===== src/rtl/ccff_loader_pkg.sv =====
// ccff_loader_pkg: shared FSM state encoding, CRC-8 polynomial and default chain length for the loader
package ccff_loader_pkg;
   localparam int CHAIN_LEN_DEFAULT = 18;
   localparam logic [7:0] CRC8_POLY = 8'h07;
   typedef enum logic [1:0] {IDLE, LOAD, VERIFY, DONE} state_t;
endpackage


===== src/rtl/ccff_crc8_serial.sv =====
// ccff_crc8_serial: MSB-first serial CRC-8 accumulator, one bit per enabled cycle
//   clk, reset (async, active-high) | clear: sync zero | enable, bit_in: fold one bit | crc: running value
module ccff_crc8_serial
   import ccff_loader_pkg::*;
(
   input  logic       clk,
   input  logic       reset,
   input  logic       clear,
   input  logic       enable,
   input  logic       bit_in,
   output logic [7:0] crc
);
   logic fb;
   assign fb = crc[7] ^ bit_in;
   always_ff @(posedge clk or posedge reset)
      if (reset) crc <= '0;
      else if (clear) crc <= '0;
      else if (enable) crc <= {crc[6:0], 1'b0} ^ (fb ? CRC8_POLY : 8'h00);
endmodule


===== src/rtl/ccff_loader.sv =====
// ccff_loader: loads a configuration flip-flop chain from a byte stream, then optionally recirculates it and checks CRCs
//   prog_clk, prog_reset_n (async, active-low) | start: begin a load
//   cfg_valid/cfg_ready/cfg_data: byte stream, MSB shifted first
//   ccff_head/ccff_shift_en/ccff_tail: chain serial in, shift enable, serial out
//   busy: LOAD or VERIFY | done: completion pulse | cfg_ok: sticky CRC match flag
module ccff_loader
   import ccff_loader_pkg::*;
#(
   parameter int CHAIN_LEN = CHAIN_LEN_DEFAULT,
   parameter bit VERIFY_EN = 1'b1
)(
   input  logic       prog_clk,
   input  logic       prog_reset_n,
   input  logic       start,
   input  logic       cfg_valid,
   input  logic [7:0] cfg_data,
   output logic       cfg_ready,
   output logic       ccff_head,
   output logic       ccff_shift_en,
   input  logic       ccff_tail,
   output logic       busy,
   output logic       done,
   output logic       cfg_ok
);
   localparam int CW = $clog2(CHAIN_LEN + 1);
   localparam logic [CW-1:0] LEN = CW'(CHAIN_LEN);
   localparam logic [CW-1:0] LEN_M1 = CW'(CHAIN_LEN - 1);

   state_t state, state_n;
   logic [CW-1:0] cnt;
   logic [7:0] sbuf;
   logic [3:0] nbits;
   logic ok_q, load_go, last_shift;
   logic [7:0] crc_a, crc_b;

   assign load_go = state == IDLE && start;
   assign last_shift = ccff_shift_en && cnt == LEN_M1;

   always_ff @(posedge prog_clk or negedge prog_reset_n)
      if (!prog_reset_n) state <= IDLE;
      else state <= state_n;

   always_comb begin
      state_n = state;
      cfg_ready = 1'b0;
      ccff_shift_en = 1'b0;
      ccff_head = 1'b0;
      busy = 1'b0;
      done = 1'b0;
      cfg_ok = ok_q;
      case (state)
         IDLE: state_n = start ? LOAD : IDLE;
         LOAD: begin
            busy = 1'b1;
            ccff_shift_en = nbits != 4'd0 && cnt < LEN;
            ccff_head = ccff_shift_en & sbuf[7];
            // refill in the same cycle the last buffered bit leaves, unless that shift completes the chain
            cfg_ready = cnt < LEN && (nbits == 4'd0 || (ccff_shift_en && nbits == 4'd1 && cnt < LEN_M1));
            state_n = last_shift ? (VERIFY_EN ? VERIFY : DONE) : LOAD;
         end
         VERIFY: begin
            busy = 1'b1;
            ccff_shift_en = 1'b1;
            ccff_head = ccff_tail;
            state_n = cnt == LEN_M1 ? DONE : VERIFY;
         end
         DONE: begin
            done = 1'b1;
            cfg_ok = !VERIFY_EN || crc_a == crc_b;
            state_n = IDLE;
         end
         default: state_n = IDLE;
      endcase
   end

   always_ff @(posedge prog_clk or negedge prog_reset_n)
      if (!prog_reset_n) begin
         cnt <= '0;
         sbuf <= '0;
         nbits <= '0;
         ok_q <= 1'b0;
      end else begin
         if (load_go || (state == LOAD && state_n == VERIFY)) cnt <= '0;
         else if (ccff_shift_en && cnt < LEN) cnt <= cnt + CW'(1);
         if (load_go) begin
            nbits <= '0;
            ok_q <= 1'b0;
         end else if (state == LOAD) begin
            // the final shift drops whatever low bits of the last byte are left over
            if (last_shift) nbits <= '0;
            else if (cfg_valid && cfg_ready) begin
               sbuf <= cfg_data;
               nbits <= 4'd8;
            end else if (ccff_shift_en) begin
               sbuf <= {sbuf[6:0], 1'b0};
               nbits <= nbits - 4'd1;
            end
         end
         if (state == DONE) ok_q <= cfg_ok;
      end

   ccff_crc8_serial u_crc_a (
      .clk(prog_clk), .reset(!prog_reset_n), .clear(load_go),
      .enable(state == LOAD && ccff_shift_en), .bit_in(ccff_head), .crc(crc_a)
   );

   ccff_crc8_serial u_crc_b (
      .clk(prog_clk), .reset(!prog_reset_n), .clear(load_go),
      .enable(state == VERIFY), .bit_in(ccff_tail), .crc(crc_b)
   );
endmodule


===== config.mk =====
export PLATFORM = sky130hd
export DESIGN_NAME = ccff_loader
export DESIGN_NICKNAME = d
export VERILOG_FILES = /design/src/rtl/ccff_loader_pkg.sv /design/src/rtl/ccff_crc8_serial.sv /design/src/rtl/ccff_loader.sv
export SDC_FILE = /design/constraint.sdc
export NUM_CORES = 1
export LEC_CHECK = 0
export ABC_AREA = 0
export BUFFER_PORTS_ARGS = -buffer_cell sky130_fd_sc_hd__buf_2
export CAP_MARGIN = 25
export CORE_MARGIN = 8
export CORE_UTILIZATION = 30
export CTS_BUF_LIST = sky130_fd_sc_hd__clkbuf_16
export CTS_CLUSTER_SIZE = 25
export DETAILED_ROUTE_END_ITERATION = 8
export PLACE_DENSITY = 0.48
export SLEW_MARGIN = 40
export SYNTH_ARGS = -nofsm -noshare
export SYNTH_HDL_FRONTEND = slang
export SYNTH_SLANG_ARGS = --single-unit
export TNS_END_PERCENT = 20

===== constraint.sdc =====
create_clock -name prog_clk -period 2.9 [get_ports prog_clk]
set_input_delay 0.87 -clock prog_clk [delete_from_list [all_inputs] [get_ports prog_clk]]
set_output_delay 0.87 -clock prog_clk [all_outputs]
set_load 0.005 [all_outputs]

==> results of run 1 <==
[state kept, by name, summed over array words and instances (netlist names)]
name	flops
nbits	4
state	2
sbuf	8
cnt	5
u_crc_b.crc	8
u_crc_a.crc	8
ok_q	1
[power breakdown]
part	total [W]	switching, W	internal (W)
sequential	0.000502	0	0.000502
combinational	0.0000221	0.0000146	0.00000750
clock	0.000526	0.000210	0.000316
total	0.00105	0.000224	0.000826
[cell usage after synthesis (2+ instances only)]
library cell	number
ha_1	9
nand2_1	16
a211oi_1	3
nor2_1	19
nor3_1	8
xor2_1	9
mux2i_1	7
dfrtp_1	36
buf_2	2
a21oi_1	11
and3_1	3
xnor2_1	5
clkbuf_1	4
nand2b_1	3
and2_1	5
inv_1	8
o22ai_1	7
a41oi_1	2
a2bb2oi_1	7
nor2b_1	3
nand3_1	4
o21ai_0	7
[cells by family after synthesis]
kind of cell | Yosys count | synth area share (%)
simple gates | 72 | 18.4
compound gates | 53 | 19.6
flops | 36 | 44.2
buf+inv | 15 | 2.88
xor+xnor | 14 | 6.01
fa+ha+maj | 9 | 5.52
mux | 7 | 3.44
[routing by layer]
metal / track usage, % / vias to the layer above / wire length [um] / share of wire, %
li1: - / 796 / - / -
met1: 14.0 / 745 / 2450 / 52
met2: 15.9 / 20 / 2050 / 44
met3: 2.75 / 4 / 136 / 2.9
met4: 3.19 / 0 / 53 / 1.1
met5: 0 / - / 0 / 0
[stage by stage]
| step | cells | utilization [%] | setup slack, ns | total power [W] | instance area, um2 |
|---|---|---|---|---|---|
| floorplan | 206 | - | 0.588 | 0.000514 | 2040 |
| global placement | 302 | 33.5 | 0.406 | 0.000534 | 2240 |
| detailed placement | 302 | 33.5 | 0.360 | 0.000535 | 2240 |
| CTS | 310 | 35.7 | 0.0622 | 0.00107 | 2380 |
| global route | 311 | 35.8 | 0.0251 | 0.00110 | 2390 |
| finish | 311 | 35.8 | 0.122 | 0.00105 | 2390 |
[final cells by class]
type	count	area, um2	area share (%)
clock inverter	3	18.8	0.784
clock buffer	5	125	5.23
timing repair buffer	24	135	5.65
inverter	8	30.0	1.25
multi-input combinational	155	1080	45.3
tap	80	100	4.18
sequential	36	901	37.6
[placed cells by master (no fill, tap or decap), types with 8 or more instances in the layout]
master	n
ha_1	8
a21oi_1	11
inv_1	8
dfrtp_1	36
buf_2	18
nand2_1	16
nor3_1	8
nor2_1	19
xor2_1	9
[what timing repair did]
item                                    4_1_cts  5_1_grt
gates resized for setup                       0        2
endpoints found under the setup margin        0        1
buffers inserted                              0        0
hold buffers                                  0        0
[worst max-delay path, delay by kind of cell, from the launching register on]
| family | cells | cell delay (ns) |
|---|---|---|
| AO/OA/AOI/OAI | 2 | 0.40 |
| adder cells (fa/ha/maj) | 1 | 0.21 |
| buffers and inverters | 2 | 0.19 |
| flip-flops | 1 | 0.41 |
| AND/OR/NAND/NOR | 1 | 0.42 |
[worst max path at each step]
stage | from | to | slack [ns] | cells past startpoint
after floorplan | state[0]$_DFF_PN0_ | ccff_shift_en | 0.59 | 5
after CTS | state[0]$_DFF_PN0_ | ccff_shift_en | 0.06 | 6
after global routing | state[0]$_DFF_PN0_ | ccff_shift_en | 0.03 | 6
final | nbits[0]$_DFFE_PN0P_ | ccff_shift_en | 0.12 | 6
after global placement | state[0]$_DFF_PN0_ | ccff_shift_en | 0.41 | 6
after detailed placement | state[0]$_DFF_PN0_ | ccff_shift_en | 0.36 | 6
==> summary.txt, run 1 <==
Post-synth EDFFs: 0
Die footprint: 9690 um2
Average instance area after synthesis: 9.90 um2
Peak supply drop: 0.000294 V
Mapped Cells: 206
Yosys top cell by area: dfrtp_1
Final Max Tran Viols: 0
IO buf count: 18
Hold path cells: 2
R2R setup slack: 0.47 ns
Pleak: 1.07 nW
Critical path data required time: 2.03 ns
Hold Violations, Final: 0
CP Cell Sequence: inv_1, ha_1, or3b_4, a22o_2, o21a_1, buf_2
Syn nets: 228
Yosys warns: 0
Max Cap Violations: 0
Hold Crit Class: reg2reg
Vias in the first global route: 1672
All-layer global routing usage: 10.4%
CTS Buf Count: 5
Share of layout cells above drive strength 1: 17.3%
Final WL: 4690 um
Top FF cell, synth: dfrtp_1
#FFs+latches synth: 36
Die X: 98.5 um
WHS Endpoint: nbits[1]$_DFFE_PN0P_
Reg2reg path depth: 8
Mapped Area: 2040 um2
Worst setup EP type: output port
Chip Height: 98.5 um
Async set-or-reset flop fraction in the synthesized netlist: 100%
Reg-to-reg critical path endpoint: u_crc_a.crc[2]$_DFFE_PN0P_
Clk_lat worst skew: 0.28 ns
ANT cells: 0
Status: finished, final reports clean
Synth unique cells: 50
Max frequency: 0.360 GHz
# fillers: 698
Via density: 5.03
Arrival time worst endpoint: 1.91 ns
RR Startpoint: state[0]$_DFF_PN0_
Min Hold Slack: 0.538 ns
GRT overflow: 0
Critical path launch point type: flop
H-tree Lvls: 2
Setup CP Type: reg2out
Largest net degree at the start of global routing: 37
Clock buffer depth: 2
RSZ-0062 raised after global routing: false
Pre-antenna DRT Iters: 4
CTS sink count: 36
HPWL Detailed: 3370 um
Post-Route Skew: 0.00548 ns
Setup TNS: 0 ns
Largest cells by area after synthesis: dfrtp_1 44%, ha_1 5.5%, xor2_1 3.9%, nor2_1 3.5%, mux2i_1 3.4%
CTS tree: done
Worst-path clk slew: 0.06 ns
PD cells: 439 nW/um2
GPL Wtd Cong: 0.740
Rows: 30
Slew Limit Headroom: 61.8%
Top cell type's share of synthesized area: 44.2%
Min-Delay Startpoint: nbits[1]$_DFFE_PN0P_
Max incr delay on CP: 0.42 ns
Tightest Pin Transition: 0.565 ns
Root Buffer: clkbuf_16
Final Cycle Share: 95.8%
Core area: 6680 um2
I/O pin count: 19
# setup viols final: 0
Initial DRC count: 59
Total number of vias: 1565
Fin crit period: 2.78 ns
First-pass GRT wire length: 8170 um
Max stage delay cell, worst path: or3b_4
Seq/Total Area, Yosys: 44.2%
Antenna Nets Post-Route: 0
Area Overhead vs Synth: 17.4%
Starting Density: 30.5%
# DRC: 0
Initial antenna violation count: 0
Routed wire per std cell: 15.1 um
CP max FO: 6
Layout Nets: 252
Power figures use the tool's default switching activity.
==> inputs of run 2 (changes only) <==
- CORE_UTILIZATION: 30 -> 55
- PLACE_DENSITY: 0.48 -> 0.76
- SYNTH_HIERARCHICAL: unset -> 1
==> run 2 against run 1 <==
Combinational power grew to 46 times the previous value. Clock skew is 0.0022 ns lower. Final area is 5.9% higher. Sequential share of layout area is 2.1 points lower. Synthesized cell count is 5.3% higher. Sequential cell count stayed put. Hold slack worse by 0.11 ns. Global-route usage is 4.3 points higher. Core utilization is 28 points higher. Worst setup slack better by 0.050 ns. Synthesized area is 10% higher. Die area is 34% lower. Critical path type unchanged. Highest routed layer unchanged.
==> summary.txt, run 2 <==
Setup CP Type: reg2out
Async set-or-reset flop fraction in the synthesized netlist: 100%
FF+latch area: 901 um2
Final Max Tran Viols: 0
GPL Wtd Cong: 0.805
Worst-path clk slew: 0.06 ns
Vias in the first global route: 1569
Area Overhead vs Synth: 12.9%
# fillers: 340
Mapped Area: 2240 um2
CP max FO: 9
Peak supply drop: 0.000499 V
Clock buffer depth: 2
Setup TNS: 0 ns
Root Buffer: clkbuf_16
Post-synth EDFFs: 0
Pre-antenna DRT Iters: 4
Synth unique cells: 54
Final core utilization: 63.8%
Largest net degree at the start of global routing: 28
Most frequent cells in the layout: 36 x dfrtp_1, 27 x nor2_1, 20 x inv_1
IO buf count: 18
Max stage delay cell, worst path: ha_1
#FFs+latches synth: 36
Syn nets: 240
Largest cells by area after synthesis: dfrtp_1 40%, mux2i_1 7.6%, ha_1 5.6%, nor2_1 4.5%, o2bb2ai_1 3.5%
Routed wire per std cell: 15.5 um
Post-Route Skew: 0.00328 ns
Setup WS pre-CTS: 0.407 ns
Starting Density: 56.5%
Core area: 3970 um2
All-layer global routing usage: 14.7%
Internal Pwr Total: 0.00150 W
R2R setup slack: 0.40 ns
GRT overflow: 0
Chip Height: 79.9 um
CP Cell Sequence: inv_1, ha_1, nand2_1, a21boi_0, buf_2
# DRC: 0
RSZ-0062 raised after global routing: false
H-tree Lvls: 2
CTS tree: done
Placed instance area: 2360 um2
Max frequency: 0.367 GHz
Slew Limit Headroom: 48.0%
Die X: 79.9 um
Final Cycle Share: 94.1%
Max Cap Violations: 0
ANT cells: 0
Via density: 5.61
Seq/Total Area, Yosys: 40.1%
Initial antenna violation count: 0
CTS Buf Count: 5
Area taken by multi-input logic gates: 1190 um2
Die footprint: 6380 um2
# setup viols final: 0
Logic pwr share: 42.3%
Status: finished, final reports clean
Total number of vias: 1620
Net Sw Frac: 37.9%
I/O pin count: 19
Commonest non-fill, non-tap cell in the layout: dfrtp_1
Clk_lat worst skew: 0.28 ns
Top-count cell post-synth: dfrtp_1
Hold Crit Class: in2async
Worst path buffer plus inverter count: 2
Mapped Cells: 217
Top FF cell, synth: dfrtp_1
Worst setup EP type: output port
PD cells: 950 nW/um2
# hold bufs at CTS: 0
Tightest Pin Transition: 0.779 ns
Post-route setup slack: 0.172 ns
Final WL: 4470 um
Top cell type's share of synthesized area: 40.1%
HPWL Detailed: 3180 um
Yosys top cell by area: dfrtp_1
Yosys warns: 6
Fin area: 2530 um2
Layout Nets: 261
Pleak: 1.16 nW
CTS sink count: 36
Sequential share of power: 32.4%
Hold Violations, Final: 0
Critical path data required time: 2.03 ns
Fin crit period: 2.73 ns
Average instance area after synthesis: 10.3 um2
Sw power: 0.000912 W
CP top delay family: adder cells
Max incr delay on CP: 0.46 ns
Antenna Nets Post-Route: 0
Largest regs: sbuf (8), u_crc_a/crc (8), u_crc_b/crc (8)
Arrival time worst endpoint: 1.86 ns
Critical path launch point type: flop
Clock share of power: 25.3%
First-pass GRT wire length: 7520 um
Share of layout cells above drive strength 1: 21.3%
Top post-synthesis cells by count: 36 x dfrtp_1, 27 x nor2_1, 20 x inv_1, 17 x mux2i_1, 10 x ha_1
Rows: 23
Initial DRC count: 68
[run 2: cells by family (layout without fill, tap and decap cells)]
| kind of cell | after synthesis | in the layout | share of synthesized area [%] |
|---|---|---|---|
| multiplexers | 18 | 18 | 8.19 |
| AO/OA/AOI/OAI | 40 | 40 | 16.9 |
| AND/OR/NAND/NOR | 67 | 67 | 16.7 |
| adder cells (fa/ha/maj) | 10 | 10 | 5.57 |
| buffers and inverters | 32 | 54 | 7.02 |
| flip-flops | 36 | 36 | 40.1 |
| XOR/XNOR | 14 | 14 | 5.46 |
[run 2: metal layers]
metal  wire [um]  vias to the layer above  GRT usage (%)  part of all wire (%)
met4          52                        0           5.45                   1.2
met2        2060                       28           22.6                    46
li1            -                      804              -                     -
met3         176                        4           3.60                   3.9
met5           0                        -              0                     0
met1        2180                      784           19.5                    49
[run 2: power groups by stage]
stage / sequential [W] / clock, W / combinational, W
detailed placement: 0.000784 / 0 / 0.00101
CTS: 0.000778 / 0.000619 / 0.00101
global placement: 0.000779 / 0 / 0.000991
finish: 0.000780 / 0.000609 / 0.00102
global route: 0.000802 / 0.000633 / 0.00113
floorplan: 0.000749 / 0 / 0.000846
[run 2: metrics by stage]
stage,cells,power (W),hold slack [ns]
2_1_floorplan,217,0.00159,0.456
3_3_place_gp,281,0.00177,0.472
3_5_place_dp,281,0.00179,0.475
4_1_cts,289,0.00241,0.425
5_1_grt,289,0.00257,0.426
6_report,289,0.00241,0.425
[run 2: path summary, 6_finish.rpt]
| check | startpoint | end | cells past startpoint |
|---|---|---|---|
| max | state[0]$_DFF_PN0_ | ccff_head | 5 |
| min | prog_reset_n | cnt[1]$_DFFE_PN0P_ | 1 |
| max reg2reg | state[0]$_DFF_PN0_ | u_crc_a/crc[2]$_DFFE_PP0P_ | 8 |
| max in group asynchronous | prog_reset_n | u_crc_a/crc[1]$_DFFE_PP0P_ | 3 |
| min in group prog_clk | sbuf[4]$_DFFE_PN0P_ | sbuf[4]$_DFFE_PN0P_ | 1 |
| min reg2reg | sbuf[4]$_DFFE_PN0P_ | sbuf[4]$_DFFE_PN0P_ | 1 |
[run 2: cell type report]
type                            instances  share of cell area (%)
Multi-Input combinational cell        149                    46.9
Sequential cell                        36                    35.5
Timing Repair Buffer                   23                    5.03
Clock buffer                            5                    4.94
Inverter                               23                    3.41
Tap cell                               50                    2.47
Clock inverter                          3                    1.68
[run 2: timing repair]
action,CTS,global route
setup buffers,0,0
endpoints found under the hold margin,0,0
resized for setup,0,1
setup endpoints to repair,0,1
